==> src/rtl/ysyx_25040101_lsu.sv <==
// Load/store unit: one valid/ready memory transaction per core request, with
// store lane replication/strobes and aligned, sign/zero-extended load return.
module ysyx_25040101_lsu #(
    parameter int unsigned MEM_AW = 32,
    parameter int unsigned DATA_W = 32
) (
    input  logic              clk_i,
    input  logic              rst_n_i,
    input  logic              req_valid_i,
    output logic              req_ready_o,
    input  logic              req_wen_i,
    input  logic [1:0]        req_size_i,
    input  logic              req_unsigned_i,
    input  logic [MEM_AW-1:0] addr_i,
    input  logic [DATA_W-1:0] wdata_i,
    output logic              resp_valid_o,
    output logic [DATA_W-1:0] rdata_o,
    output logic              err_o,
    output logic              mem_req_valid_o,
    input  logic              mem_req_ready_i,
    output logic [MEM_AW-1:0] mem_addr_o,
    output logic              mem_wen_o,
    output logic [DATA_W-1:0] mem_wdata_o,
    output logic [3:0]        mem_wstrb_o,
    input  logic              mem_resp_valid_i,
    input  logic [DATA_W-1:0] mem_rdata_i
);

    localparam int unsigned EXT_B = DATA_W - 8;
    localparam int unsigned EXT_H = DATA_W - 16;

    typedef enum logic [1:0] {S_IDLE, S_REQ, S_WAIT, S_DONE} state_t;

    state_t              r_state;
    state_t              w_state_nxt;
    logic                r_req_ready;
    logic                r_mem_req_valid;
    logic                r_resp_valid;
    logic                r_wen;
    logic [1:0]          r_size;
    logic                r_unsigned;
    logic [MEM_AW-1:0]   r_addr;
    logic [DATA_W-1:0]   r_wdata;
    logic [3:0]          r_wstrb;
    logic [DATA_W-1:0]   r_rdata;
    logic                r_err;

    logic                w_accept;
    logic                w_misaligned;
    logic [DATA_W-1:0]   w_lane;
    logic [3:0]          w_wstrb;
    logic [DATA_W-1:0]   w_shifted;
    logic [DATA_W-1:0]   w_load_ext;

    assign w_accept = (r_state == S_IDLE) && req_valid_i;

    // Misalignment and store lane/strobe generation on the incoming request
    always_comb begin
        w_misaligned = 1'b0;
        w_lane       = wdata_i;
        w_wstrb      = 4'b0000;
        case (req_size_i)
            2'b00: begin
                w_lane  = {4{wdata_i[7:0]}};
                w_wstrb = 4'b0001 << addr_i[1:0];
            end
            2'b01: begin
                w_misaligned = addr_i[0];
                w_lane       = {2{wdata_i[15:0]}};
                w_wstrb      = 4'b0011 << addr_i[1:0];
            end
            2'b10: begin
                w_misaligned = (addr_i[1:0] != 2'b00);
                w_wstrb      = 4'b1111;
            end
            default: w_misaligned = 1'b1;
        endcase
        if (!req_wen_i || w_misaligned) begin
            w_wstrb = 4'b0000;
        end
    end

    // Load data alignment and extension from the latched request
    assign w_shifted = mem_rdata_i >> {r_addr[1:0], 3'b000};

    always_comb begin
        w_load_ext = w_shifted;
        case (r_size)
            2'b00:   w_load_ext = {{EXT_B{w_shifted[7] & ~r_unsigned}}, w_shifted[7:0]};
            2'b01:   w_load_ext = {{EXT_H{w_shifted[15] & ~r_unsigned}}, w_shifted[15:0]};
            default: w_load_ext = w_shifted;
        endcase
    end

    always_ff @(posedge clk_i or negedge rst_n_i) begin
        if (!rst_n_i) begin
            r_state <= S_IDLE;
        end else begin
            r_state <= w_state_nxt;
        end
    end

    always_comb begin
        w_state_nxt = r_state;
        case (r_state)
            S_IDLE: if (req_valid_i) w_state_nxt = w_misaligned ? S_DONE : S_REQ;
            S_REQ:  if (mem_req_ready_i) w_state_nxt = S_WAIT;
            S_WAIT: if (mem_resp_valid_i) w_state_nxt = S_DONE;
            S_DONE: w_state_nxt = S_IDLE;
            default: w_state_nxt = S_IDLE;
        endcase
    end

    // Handshake outputs registered from the next state
    always_ff @(posedge clk_i or negedge rst_n_i) begin
        if (!rst_n_i) begin
            r_req_ready     <= 1'b1;
            r_mem_req_valid <= 1'b0;
            r_resp_valid    <= 1'b0;
        end else begin
            r_req_ready     <= (w_state_nxt == S_IDLE);
            r_mem_req_valid <= (w_state_nxt == S_REQ);
            r_resp_valid    <= (w_state_nxt == S_DONE);
        end
    end

    always_ff @(posedge clk_i or negedge rst_n_i) begin
        if (!rst_n_i) begin
            r_wen      <= 1'b0;
            r_size     <= 2'b00;
            r_unsigned <= 1'b0;
            r_addr     <= '0;
            r_wdata    <= '0;
            r_wstrb    <= 4'b0000;
            r_rdata    <= '0;
            r_err      <= 1'b0;
        end else if (w_accept) begin
            r_wen      <= req_wen_i;
            r_size     <= req_size_i;
            r_unsigned <= req_unsigned_i;
            r_addr     <= addr_i;
            r_wdata    <= w_lane;
            r_wstrb    <= w_wstrb;
            r_rdata    <= '0;
            r_err      <= w_misaligned;
        end else if (r_state == S_WAIT && mem_resp_valid_i && !r_wen) begin
            r_rdata <= w_load_ext;
        end
    end

    assign req_ready_o     = r_req_ready;
    assign resp_valid_o    = r_resp_valid;
    assign rdata_o         = r_rdata;
    assign err_o           = r_err;
    assign mem_req_valid_o = r_mem_req_valid;
    assign mem_addr_o      = {r_addr[MEM_AW-1:2], 2'b00};
    assign mem_wen_o       = r_wen;
    assign mem_wdata_o     = r_wdata;
    assign mem_wstrb_o     = r_wstrb;

endmodule
==> config.mk <==
export PLATFORM = sky130hd
export DESIGN_NAME = ysyx_25040101_lsu
export DESIGN_NICKNAME = d
export VERILOG_FILES = /design/src/rtl/ysyx_25040101_lsu.sv
export SDC_FILE = /design/constraint.sdc
export NUM_CORES = 1
export LEC_CHECK = 0
export ABC_AREA = 1
export CORE_AREA = 2 2 104 116
export CTS_BUF_LIST = sky130_fd_sc_hd__clkbuf_8
export CTS_CLUSTER_DIAMETER = 40
export CTS_CLUSTER_SIZE = 8
export DETAILED_ROUTE_END_ITERATION = 8
export DIE_AREA = 0 0 106 118
export PLACE_DENSITY = 0.86
export SLEW_MARGIN = 20
export SYNTH_ARGS = -nofsm -noshare
export SYNTH_HDL_FRONTEND = slang
export SYNTH_SLANG_ARGS = --single-unit
==> constraint.sdc <==
create_clock -name clk_i -period 1.9 [get_ports clk_i]
set_input_delay 0.38 -clock clk_i [delete_from_list [all_inputs] [get_ports clk_i]]
set_output_delay 0.38 -clock clk_i [all_outputs]
set_load 0.005 [all_outputs]
==> impl_metrics.py <==
metrics = {
    "worst_setup_path": {
        "reg2reg_depth": 7,
        "slowest_stage": "dfstp_2",
        "cp.depth": 1,
        "r2r_start": "r_addr[0]",
        "worstPathCellList": "clkdlybuf4s50_1",
        "crit_end": "req_ready_o",
        "crit_buf_inv": 1,
        "end_kind": "primary output",
        "required_ps": 1520,
        "reg2reg_setup_slack_ps": 350,
        "startpoint": "req_ready_o",
        "critical_path_class": "reg2out",
        "crit_family": "flip-flops",
        "cp.arrival_ps": 1410,
        "worstSetupStartpointType": "register",
        "path_max_fanout": 1,
        "critPathMaxStageDelay_ps": 530,
        "reg2reg_to": "rdata_o[26]",
    },
    "synthesis": {
        "yosysWarningCount": 0,
        "synthMuxAreaShare_pct": 0,
        "synth_area_um2": 5410,
        "synth_top_cell_by_area": "dfrtp_1",
        "synth-compound-area-share_pct": 9.34,
        "synthTopCellsByArea": "dfrtp_1 (50%), nand2_1 (24%), o21ai_0 (5.9%), buf_4 (4.9%), a21oi_1 (3.1%)",
        "synth_simple_gate_area_share_pct": 29.6,
        "synth_xor_area_share_pct": 0,
        "synth_edf_count": 0,
        "synth_common_cells": "nand2_1 (344), dfrtp_1 (109), o21ai_0 (64), buf_4 (35), a21oi_1 (33)",
        "synth-adder-area-share_pct": 0,
        "synth_seq_cells": 110,
        "synth.avg_cell_area_um2": 7.60,
        "synth_top_family_by_area": "simple AND/OR/NAND/NOR gates",
        "synth_most_common_cell": "nand2_1",
        "yosysUniqueCellTypes": 24,
        "synth_top_cell_area_share_pct": 50.4,
        "synth_cells": 712,
        "seq_area_frac_synth_pct": 50.9,
        "synthArstFlopShare_pct": 100,
        "synth_flop_cell": "dfrtp_1",
    },
    "timing": {
        "fmax_mhz": 558,
        "fin_crit_sh_pct": 94.4,
        "period_minus_slack_ps": 1790,
        "final-setup-viol-count": 0,
        "hold_viol_final": 0,
        "slew_violations": 0,
        "rsz0062_at_grt": "no",
        "hold_ws_ps": 480,
        "worst_clock_skew_ps": 11.8,
    },
    "final_layout": {
        "fin_util_pct": 67.9,
        "num_antenna_cells": 0,
        "syn2layout_area_growth_pct": 42.4,
        "nets": 988,
        "final_area_um2": 7700,
        "drive_above_1_share_pct": 5.74,
    },
    "min_path": {
        "min_path_type": "in2async",
    },
    "floorplanning": {
        "core_um2": 11300,
        "die_x_um": 106,
        "start_util_pct": 47.7,
        "rows": 41,
        "dieArea_um2": 12500,
        "pin_count": 210,
        "die_h_um": 118,
    },
    "run": {
        "drv_cap": 0,
    },
    "clocking": {
        "clkTransAtPathRegs_ps": 110,
        "cts_made_buffers": 9,
        "cts_resized": 0,
        "tritoncts": "done",
        "root_buffer": "clkbuf_8",
        "cts.sinks": 110,
        "clk_latency_ps": 370,
        "postCtsSetupRepairBufs": 0,
        "clockBufferDepth": 2,
        "htree_num_levels": 3,
    },
    "detailed_routing": {
        "drt_iter0_drc": 310,
        "routed_via_density": 5.02,
        "drtPass1Iterations": 5,
        "ant_nets": 0,
        "drc": 0,
        "wl_per_cell_um": 14.3,
        "via_count": 5212,
        "wl_um": 14800,
    },
    "grt": {
        "antenna_found_initial": 0,
        "grt.total_usage_pct": 24.1,
        "grt_max_degree": 71,
        "grt_overflow": 0,
        "grt_pass1_vias": 5058,
        "grt_pass1_wl_um": 24100,
    },
    "pwr": {
        "power.density_nw_per_um2": 1450,
        "p_leak_nw": 3.80,
        "ir_drop_mv": 0.748,
    },
    "placed_design": {
        "post-dp-hpwl_um": 10900,
        "gp_congestion": 0.857,
        "placed_area_um2": 7460,
        "port_buffers": 207,
    },
    "outcome": {
        "run_status": "finished clean",
    },
}
==> cell type report <==
class | instances | area (um^2)
Tap cell | 150 | 188
Multi-Input combinational cell | 503 | 2120
Timing Repair Buffer | 228 | 2290
Clock buffer | 9 | 124
Fill cell | 953 | 3630
Clock inverter | 7 | 105
Sequential cell | 110 | 2750
Inverter | 31 | 116
==> flip-flops by register name, indices dropped and copies added (netlist names) <==
name / cells
req_ready_o: 1
rdata_o: 32
r_unsigned: 1
resp_valid_o: 1
mem_req_valid_o: 1
mem_wdata_o: 32
mem_wen_o: 1
r_addr: 32
r_state: 2
err_o: 1
r_size: 2
mem_wstrb_o: 4
==> layout by cell type (no fill, tap or decap), types with 3 or more instances in the layout <==
cell	synthesis	routed
nand2_1	344	344
clkdlybuf4s50_1	0	206
dfrtp_1	109	109
o21ai_0	64	64
a21oi_1	33	33
nand3_1	31	31
inv_1	24	24
nor2_1	18	18
buf_4	35	16
clkbuf_8	0	9
inv_2	6	6
buf_12	0	5
nand3_4	2	3
==> how the worst min path moves through the flow <==
stage	start	to	depth (start not counted)
floorplan	rst_n_i	err_o	0
global placement	rst_n_i	rdata_o[3]	1
detailed placement	rst_n_i	rdata_o[3]	1
CTS	rst_n_i	rdata_o[3]	2
global route	rst_n_i	rdata_o[3]	2
finish	rst_n_i	rdata_o[3]	2
==> where the power goes <==
group | total [mW] | switching (mW) | internal (mW)
Clock | 1.59 | 0.829 | 0.761
Sequential | 4.03 | 0.623 | 3.41
Combinational | 5.57 | 2.71 | 2.87
==> per-layer routing <==
metal  up-vias  part of all wire [%]  global-route usage (%)
li1       2542                     -                       -
met1      2426                    38                    28.0
met2       201                    50                    41.8
met3        43                   7.6                    6.26
met4         0                   4.0                    10.4
met5         -                     0                       0
==> logic make-up (layout without fill, tap and decap cells) <==
logic type             after synthesis  count (layout)
and+or+nand+nor                    401             401
DFF                                110             110
AOI/OAI and AO/OA                  100             100
buffers and inverters              100             275
other                                1               2
==> stage by stage <==
| step | setup TNS [ps] | setup WS, ps | std cells | power, mW |
|---|---|---|---|---|
| global route | 0 | 71.5 | 1038 | 12.1 |
| CTS | 0 | 98.1 | 1038 | 11.3 |
| detailed placement | -5.06 | -5.06 | 1021 | 9.64 |
| floorplan | 0 | 615 | 713 | 7.02 |
| global placement | 0 | 108 | 1021 | 9.50 |
| finish | 0 | 107 | 1038 | 11.2 |
==> timing repair <==
action / 4_1_cts / 5_1_grt
hold buffers: 1 / 0
endpoints found under the setup margin: 0 / 0
hold endpoints to repair: 28 / 0
No activity file was read; power rests on OpenSTA's default activity.
